===== src/rtl/cla_seq_adder_if.sv =====
// rtl/cla_seq_adder_if.sv - operand/result handshake bundle for cla_seq_adder
// Macro CLA_SUB_EN adds the op (subtract) signal.
interface cla_seq_adder_if #(
    parameter int WIDTH = 16
);
    logic             in_valid;
    logic             in_ready;
    logic [WIDTH-1:0] a;
    logic [WIDTH-1:0] b;
    logic             cin;
`ifdef CLA_SUB_EN
    logic             op;
`endif
    logic             out_valid;
    logic             out_ready;
    logic [WIDTH-1:0] sum;
    logic             cout;
    logic             busy;

    modport master (
`ifdef CLA_SUB_EN
        output op,
`endif
        output in_valid, a, b, cin, out_ready,
        input  in_ready, out_valid, sum, cout, busy
    );

    modport slave (
`ifdef CLA_SUB_EN
        input  op,
`endif
        input  in_valid, a, b, cin, out_ready,
        output in_ready, out_valid, sum, cout, busy
    );
endinterface


===== src/rtl/cla_seq_adder.sv =====
// rtl/cla_seq_adder.sv - multi-cycle WIDTH-bit adder time-sharing one 4-bit CLA slice
// Macro CLA_SUB_EN enables op=1 subtraction (a - b, cout=1 means no borrow).
module adder_4bit_cla (
    input  logic [3:0] i_a,
    input  logic [3:0] i_b,
    input  logic       i_c0,
    output logic [3:0] o_s,
    output logic       o_c4
);
    logic [3:0] w_p;
    logic [3:0] w_g;
    logic [4:0] w_c;

    assign w_p    = i_a ^ i_b;
    assign w_g    = i_a & i_b;
    assign w_c[0] = i_c0;
    assign w_c[1] = w_g[0] | (w_p[0] & i_c0);
    assign w_c[2] = w_g[1] | (w_p[1] & w_g[0]) | (w_p[1] & w_p[0] & i_c0);
    assign w_c[3] = w_g[2] | (w_p[2] & w_g[1]) | (w_p[2] & w_p[1] & w_g[0])
                  | (w_p[2] & w_p[1] & w_p[0] & i_c0);
    assign w_c[4] = w_g[3] | (w_p[3] & w_g[2]) | (w_p[3] & w_p[2] & w_g[1])
                  | (w_p[3] & w_p[2] & w_p[1] & w_g[0])
                  | (w_p[3] & w_p[2] & w_p[1] & w_p[0] & i_c0);
    assign o_s    = w_p ^ w_c[3:0];
    assign o_c4   = w_c[4];
endmodule

module cla_seq_adder #(
    parameter int WIDTH = 16
) (
    input  logic              clk,
    input  logic              reset,
    cla_seq_adder_if.slave    bus
);
    localparam int NSLICE = WIDTH / 4;
    localparam int IDXW   = (NSLICE > 1) ? $clog2(NSLICE) : 1;

    typedef enum logic [1:0] {S_IDLE, S_RUN, S_DONE} state_t;

    state_t           r_state;
    logic [IDXW-1:0]  r_idx;
    logic [WIDTH-1:0] r_a;
    logic [WIDTH-1:0] r_b;
    logic [WIDTH-1:0] r_sum;
    logic             r_carry;
    logic             r_cout;
    logic             r_in_ready;
    logic             r_out_valid;
    logic             r_busy;
    logic             r_op;

    logic [3:0]       w_a_sl;
    logic [3:0]       w_b_sl;
    logic [3:0]       w_s;
    logic             w_c4;
    logic             w_last;
    logic             w_op_in;

`ifdef CLA_SUB_EN
    assign w_op_in = bus.op;
`else
    assign w_op_in = 1'b0;
`endif

    // Subtraction is a + ~b + 1: invert the B slice, carry-in forced at accept time.
    assign w_a_sl = r_a[{r_idx, 2'b00} +: 4];
    assign w_b_sl = r_op ? ~r_b[{r_idx, 2'b00} +: 4] : r_b[{r_idx, 2'b00} +: 4];
    assign w_last = (r_idx == IDXW'(NSLICE - 1));

    adder_4bit_cla u_slice (
        .i_a  (w_a_sl),
        .i_b  (w_b_sl),
        .i_c0 (r_carry),
        .o_s  (w_s),
        .o_c4 (w_c4)
    );

    always_ff @(posedge clk or negedge reset) begin
        if (!reset) begin
            r_state     <= S_IDLE;
            r_idx       <= '0;
            r_a         <= '0;
            r_b         <= '0;
            r_sum       <= '0;
            r_carry     <= 1'b0;
            r_cout      <= 1'b0;
            r_in_ready  <= 1'b1;
            r_out_valid <= 1'b0;
            r_busy      <= 1'b0;
            r_op        <= 1'b0;
        end else begin
            case (r_state)
                S_IDLE: begin
                    if (bus.in_valid) begin
                        r_a        <= bus.a;
                        r_b        <= bus.b;
                        r_op       <= w_op_in;
                        r_carry    <= w_op_in ? 1'b1 : bus.cin;
                        r_idx      <= '0;
                        r_sum      <= '0;
                        r_cout     <= 1'b0;
                        r_state    <= S_RUN;
                        r_in_ready <= 1'b0;
                        r_busy     <= 1'b1;
                    end
                end
                S_RUN: begin
                    r_sum[{r_idx, 2'b00} +: 4] <= w_s;
                    r_carry                    <= w_c4;
                    if (w_last) begin
                        r_cout      <= w_c4;
                        r_state     <= S_DONE;
                        r_out_valid <= 1'b1;
                    end else begin
                        r_idx <= r_idx + 1'b1;
                    end
                end
                S_DONE: begin
                    if (bus.out_ready) begin
                        r_state     <= S_IDLE;
                        r_out_valid <= 1'b0;
                        r_busy      <= 1'b0;
                        r_in_ready  <= 1'b1;
                    end
                end
                default: begin
                    r_state     <= S_IDLE;
                    r_in_ready  <= 1'b1;
                    r_out_valid <= 1'b0;
                    r_busy      <= 1'b0;
                end
            endcase
        end
    end

    assign bus.in_ready  = r_in_ready;
    assign bus.out_valid = r_out_valid;
    assign bus.busy      = r_busy;
    assign bus.sum       = r_sum;
    assign bus.cout      = r_cout;
endmodule


===== src/flat_wrapper.sv =====
// flat-port wrapper written by rule: the top's interface ports become plain ports
module cla_seq_adder_flat 
#(
    parameter int WIDTH = 16
)
  (clk, reset, bus_in_valid, bus_a, bus_b, bus_cin, bus_out_ready, bus_in_ready, bus_out_valid, bus_sum, bus_cout, bus_busy);
  cla_seq_adder_if #(.WIDTH(WIDTH)) bus_i ();
  input  logic clk;
  input  logic reset;
  input wire logic [$bits(bus_i.in_valid)-1:0] bus_in_valid;
  input wire logic [$bits(bus_i.a)-1:0] bus_a;
  input wire logic [$bits(bus_i.b)-1:0] bus_b;
  input wire logic [$bits(bus_i.cin)-1:0] bus_cin;
  input wire logic [$bits(bus_i.out_ready)-1:0] bus_out_ready;
  output wire logic [$bits(bus_i.in_ready)-1:0] bus_in_ready;
  output wire logic [$bits(bus_i.out_valid)-1:0] bus_out_valid;
  output wire logic [$bits(bus_i.sum)-1:0] bus_sum;
  output wire logic [$bits(bus_i.cout)-1:0] bus_cout;
  output wire logic [$bits(bus_i.busy)-1:0] bus_busy;
  assign bus_i.in_valid = bus_in_valid;
  assign bus_i.a = bus_a;
  assign bus_i.b = bus_b;
  assign bus_i.cin = bus_cin;
  assign bus_i.out_ready = bus_out_ready;
  assign bus_in_ready = bus_i.in_ready;
  assign bus_out_valid = bus_i.out_valid;
  assign bus_sum = bus_i.sum;
  assign bus_cout = bus_i.cout;
  assign bus_busy = bus_i.busy;
  cla_seq_adder #(.WIDTH(WIDTH)) u_core (.clk(clk), .reset(reset), .bus(bus_i));
endmodule

===== config.mk =====
export PLATFORM = sky130hd
export DESIGN_NAME = cla_seq_adder_flat
export DESIGN_NICKNAME = d
export VERILOG_FILES = /design/src/rtl/cla_seq_adder_if.sv /design/src/rtl/cla_seq_adder.sv /design/src/flat_wrapper.sv
export SDC_FILE = /design/constraint.sdc
export NUM_CORES = 1
export LEC_CHECK = 0
export ABC_CLOCK_PERIOD_IN_PS = 5150
export CORE_MARGIN = 2
export CORE_UTILIZATION = 55
export CTS_CLUSTER_SIZE = 25
export DETAILED_ROUTE_END_ITERATION = 8
export PLACE_DENSITY_LB_ADDON = 0.15
export SLEW_MARGIN = 20
export SYNTH_ARGS = -nofsm -noshare
export SYNTH_HDL_FRONTEND = slang
export SYNTH_SLANG_ARGS = --single-unit

===== constraint.sdc =====
create_clock -name clk -period 5.15 [get_ports clk]
set_input_delay 1.2875 -clock clk [delete_from_list [all_inputs] [get_ports clk]]
set_output_delay 1.2875 -clock clk [all_outputs]
set_load 0.005 [all_outputs]

==> results of run 1 <==
==> where the power goes <==
part / switching (mW) / internal (mW)
Clock: 0.169 / 0.198
Sequential: 0.181 / 0.647
Combinational: 0.545 / 0.685
==> stage by stage <==
stage          instance area (sq um)  hold slack [ns]  power, mW
4_1_cts                         3592           0.4842      2.452
6_report                        3592           0.4745      2.426
5_1_grt                         3592           0.5117      2.600
2_1_floorplan                   2818           0.4725      1.718
3_5_place_dp                    3418           0.4701      2.076
3_3_place_gp                    3418           0.4666      2.045
==> sequential cells by signal, indices dropped and copies added, names as in the netlist <==
register and count:
u_core.bus.busy 1, u_core.bus.cout 1, u_core.bus.in_ready 1, u_core.bus.out_valid 1, u_core.bus.sum 16, u_core.r_a 16
u_core.r_b 16, u_core.r_carry 1, u_core.r_idx 2, u_core.r_state 2
==> logic make-up (layout without fill, tap and decap cells) <==
family | Yosys count | after routing | synth area share, %
mux | 40 | 40 | 23.18
simple gates | 37 | 37 | 7.061
flops | 57 | 57 | 50.67
xor+xnor | 2 | 2 | 0.6218
fa+ha+maj | 10 | 10 | 4.707
compound gates | 41 | 41 | 10.39
buf+inv | 17 | 82 | 3.374
==> synth_stat cells (all sizes together) (4+ instances only) <==
library cell,number,area share (%)
o21ai,7,1.2
inv,8,1.1
nand2,14,1.9
a22o,15,4.7
nor2b,4,0.98
mux4,8,6.4
nor2,5,0.67
buf,6,1.9
ha,9,4.0
dfrtp,56,50
mux2,32,17
a21o,7,1.9
a21oi,7,1.2
==> layer usage <==
layer / vias up / share of wire [%] / global-route usage, % / wire (microns)
met5: - / 0 / 0 / 0
met4: 0 / 2.6 / 11.70 / 135
met3: 12 / 3.6 / 4.101 / 186
met2: 44 / 49 / 31.59 / 2525
met1: 890 / 45 / 26.10 / 2302
li1: 863 / - / - / -
==> worst paths after layout <==
check                                                from                               end  cells past startpoint
hold reg to reg            u_core.bus.sum[11]$_DFFE_PN0P_    u_core.bus.sum[11]$_DFFE_PN0P_                      2
setup reg to reg              u_core.r_idx[0]$_DFFE_PN0P_        u_core.r_carry$_DFFE_PN0P_                      6
hold / removal             u_core.bus.sum[11]$_DFFE_PN0P_    u_core.bus.sum[11]$_DFFE_PN0P_                      2
min in group asynchronous                           reset  u_core.bus.out_valid$_DFFE_PN0P_                      2
setup / recovery                             bus_in_valid         u_core.r_a[3]$_DFFE_PN0P_                      5
max in group asynchronous                           reset        u_core.r_b[12]$_DFFE_PN0P_                      2
==> cell type report <==
cell class	instances	share of cell area, %
tap	70	2.438
timing repair buffer	58	15.88
inverter	8	0.8359
clock buffer	13	4.424
multi-input combinational	130	36.26
sequential	57	39.74
clock inverter	3	0.4180
==> tightest hold or removal path: stages (launching register included) <==
cell,delay [ns]
dfrtp_1,0.34
nand2_1,0.04
o21ai_0,0.05
==> impl_metrics.tcl, run 1 <==
set metrics [dict create \
    area_growth_pct 27.49 \
    cts_tree "done" \
    h-tree-depth 3 \
    syn_nets 251 \
    crit_buf_inv 2 \
    io_buffers 56 \
    pin_count 57 \
    finish.utilization_pct 71.70 \
    initial_core_util_pct 56.24 \
    power.leakage_nw 1.610 \
    die_width_microns 75.58 \
    ant_nets 0 \
    antenna_cells 0 \
    cts_sinks 57 \
    cts_resized 0 \
    worstMarginPinSlew_ns 0.8847 \
    fillers 378 \
    viasPerCell 5.336 \
    fmax_ghz 0.3041 \
    final_cell_mix "56 x dfrtp_1, 55 x clkdlybuf4s50_1, 30 x mux2_4, 15 x a22o_1, 14 x nand2_1" \
    post_cts_buffers 0 \
    peakVddDrop_mv 0.3858 \
    cts_buffers 9 \
    synth_area_sq_mm 0.002818 \
    crit_fanout 24 \
    num_vias 1809 \
    hpwlAfterDp_microns 3650 \
    drive_gt1_share_pct 22.68 \
    cap_violations 0 \
    min_period_over_period_pct 63.85 \
    dp_slack_ns 1.495 \
    layout_setup_ws_ns 1.862 \
    hold_viol_final 0 \
    wl_per_cell_microns 15.19 \
    reg2reg_slack_ns 2.44 \
    cts.clk_slew.worst_paths_ns 0.06 \
    p_per_area_mw_per_mm2 675.2 \
    antenna_found_initial 0 \
    synth_cell_types 37 \
    yosys_warnings 0 \
    synth_edf_count 0 \
    clockBufferDepth 2 \
    clock-root-buffer "clkbuf_8" \
    cts_hold_buf 0 \
    fp.dieH_microns 75.58 \
    gp_congestion 0.7518 \
    synth_cells 204 \
    critPathRequiredTime_ns 5.37 \
    drt_wl_total_microns 5150 \
    grt_pass1_wl_microns 8176 \
    synth_seq_cells 57 \
    slowest_stage "nor2b_4" \
    numPlacedInstances 323 \
    grt-ovfl-total 0 \
    ff_latch_area_sq_mm 0.001428 \
    coreArea_sq_mm 0.005010 \
    die_area_sq_mm 0.005712 \
    grt_pass1_vias 1714 \
    worstPathCellList "clkdlybuf4s50_1 > nor2b_2 > nor2b_4 > buf_4 > mux2_4" \
    ys.flop_type "dfrtp_1" \
    first_pass_iters 4 \
    multi_input_area_sq_mm 0.001303 \
    worstPathArrival_ns 3.51 \
    grtUsageTotal_pct 20.14 \
    rows 26 \
    mostFrequentLayoutCell "dfrtp_1" \
    drc 0 \
    async_flop_share_pct 100.0 \
    status "complete, no violations" \
    rsz0062_at_grt "no" \
    worstHoldPathType "reg -> reg" \
    critPathTopFamily "simple AND/OR/NAND/NOR gates" \
    cp-start-kind "input port" \
    syn_avg_cell_area_sq_um 13.81 \
    drtIter0Drc 80 \
    max_slew_margin_pct 40.90 \
    clock_latency_ns 0.34 \
    final_net_count 311 \
    end_kind "flop" \
    yosysSeqAreaShare_pct 50.67 \
    slew_viol_final 0 \
    layoutNonFillerInstCount 339 \
    fin_crit_ns 3.288 \
    grt_max_degree 58 \
    max_stage_delay_ns 0.76 \
    clock_skew_ns 0.007620 \
    fin_setup_tns_ns 0 \
    setup_viol 0 \
    critPathKind "in -> reg" \
]
(Power assumes the default switching activity.)
==> run 2, diff against run 1 <==
ABC_CLOCK_PERIOD_IN_PS = 3200   (was 5150)
CORE_UTILIZATION = 51   (was 55)
clock period = 3.2 ns   (was 5.15 ns; I/O delays follow)
==> impl_metrics.tcl, run 2 (same netlist as run 1, synthesis figures left out) <==
set metrics [dict create \
    cts_buffers 9 \
    cts_resized 0 \
    final_cell_mix "56 x dfrtp_1, 55 x clkdlybuf4s50_1, 30 x mux2_4, 15 x a22o_1, 14 x nand2_1" \
    cts_tree "done" \
    first_pass_iters 6 \
    area_growth_pct 28.69 \
    p_per_area_mw_per_mm2 1097 \
    die_area_sq_mm 0.006136 \
    antenna_cells 0 \
    grt_max_degree 33 \
    grt-ovfl-total 0 \
    clock-root-buffer "clkbuf_8" \
    wl_per_cell_microns 15.56 \
    cp-start-kind "flop" \
    antenna_found_initial 0 \
    finish.utilization_pct 67.08 \
    rsz0062_at_grt "no" \
    status "complete, no violations" \
    initial_core_util_pct 52.13 \
    slowest_stage "dfrtp_1" \
    grt_pass1_wl_microns 9052 \
    end_kind "flop" \
    drtIter0Drc 92 \
    cts.clk_slew.worst_paths_ns 0.07 \
    die_width_microns 78.33 \
    rows 27 \
    critPathTopFamily "flip-flops" \
    cts_sinks 57 \
    slew_viol_final 0 \
    peakVddDrop_mv 0.5226 \
    worstPathCellList "mux4_2 > ha_1 > a21oi_1 > nor2_1 > a211oi_1 > o221ai_1" \
    max_stage_delay_ns 0.83 \
    fmax_ghz 0.3694 \
    cap_violations 0 \
    fillers 432 \
    post_cts_buffers 0 \
    num_vias 1826 \
    hold_viol_final 0 \
    crit_fanout 16 \
    p_total_mw 3.978 \
    drt_wl_total_microns 5305 \
    drive_gt1_share_pct 23.05 \
    clock_skew_ns 0.007424 \
    critPathKind "reg -> reg" \
    coreArea_sq_mm 0.005405 \
    min_period_over_period_pct 84.60 \
    drc 0 \
    hold-worst-slack_ns 0.4861 \
    setup_viol 0 \
    grtUsageTotal_pct 19.39 \
    clock_latency_ns 0.33 \
    dp_slack_ns 0.4929 \
    viasPerCell 5.355 \
    final_net_count 311 \
    layout_setup_ws_ns 0.4927 \
    cts_hold_buf 0 \
    power.leakage_nw 1.623 \
    worstMarginPinSlew_ns 0.7475 \
    io_buffers 56 \
    ant_nets 0 \
    max_slew_margin_pct 50.16 \
    h-tree-depth 3 \
    fp.dieH_microns 78.33 \
    pin_count 57 \
    worstPathArrival_ns 2.90 \
    gp_congestion 0.7505 \
    fin_crit_ns 2.707 \
    clockBufferDepth 2 \
    worstHoldPathType "in -> async" \
    hpwlAfterDp_microns 3830 \
    fin_setup_tns_ns 0 \
    grt_pass1_vias 1891 \
    crit_buf_inv 0 \
    mostFrequentLayoutCell "dfrtp_1" \
    critPathRequiredTime_ns 3.39 \
]
[run 2: cell types whose count changed in the layout (fill, tap and decap cells not counted)]
| cell | before | now |
|---|---|---|
| clkbuf_1 | 2 | 1 |
| buf_12 | 0 | 1 |
| clkinv_2 | 3 | 2 |
| clkbuf_8 | 11 | 13 |
| buf_4 | 2 | 1 |
[run 2: routing by layer]
layer  global-route usage, %  part of all wire (%)  vias to the layer above
met5                       0                     0                        -
met4                   10.00                   2.4                        0
met3                   4.943                   3.6                       11
met2                   30.95                    49                       44
met1                   24.50                    45                      903
li1                        -                     -                      868
[run 2: worst paths after layout]
kind | start | end | slack (ns) | depth (start not counted)
max in group asynchronous | reset | u_core.r_b[9]$_DFFE_PN0P_ | 1.90 | 2
worst max register to register | u_core.r_idx[0]$_DFFE_PN0P_ | u_core.r_carry$_DFFE_PN0P_ | 0.49 | 6
worst max-delay path | u_core.r_idx[0]$_DFFE_PN0P_ | u_core.r_carry$_DFFE_PN0P_ | 0.49 | 6
worst min register to register | u_core.bus.sum[15]$_DFFE_PN0P_ | u_core.bus.sum[15]$_DFFE_PN0P_ | 0.49 | 2
min in group clk | u_core.bus.sum[15]$_DFFE_PN0P_ | u_core.bus.sum[15]$_DFFE_PN0P_ | 0.49 | 2
worst min-delay path | reset | u_core.bus.out_valid$_DFFE_PN0P_ | 0.49 | 1
[run 2: power by group]
group | switching [mW] | total (mW) | internal (mW)
Combinational | 0.889 | 2.01 | 1.12
Sequential | 0.300 | 1.34 | 1.04
Clock | 0.268 | 0.631 | 0.363
[run 2: final cells by class]
cell class / count / area [sq um] / area share [%]
multi-input combinational: 130 / 1303 / 35.92
tap: 72 / 90.09 / 2.484
clock buffer: 14 / 182.7 / 5.038
inverter: 8 / 30.03 / 0.8282
timing repair buffer: 58 / 583.1 / 16.08
clock inverter: 2 / 10.01 / 0.2761
sequential: 57 / 1428 / 39.37
[run 2: worst reg2reg max path, delay by kind of cell, from the launching register on]
family                     cells  cell delay [ns]
AOI/OAI and AO/OA              3             0.66
and+or+nand+nor                1             0.09
muxes                          1             0.65
DFF                            1             0.83
adders and majority gates      1             0.34
[run 2: through the flow]
| step | cells | instance area (sq um) |
|---|---|---|
| 2_1_floorplan | 204 | 2818 |
| 3_3_place_gp | 325 | 3433 |
| 3_5_place_dp | 325 | 3433 |
| 4_1_cts | 341 | 3626 |
| 5_1_grt | 341 | 3626 |
| 6_report | 341 | 3626 |
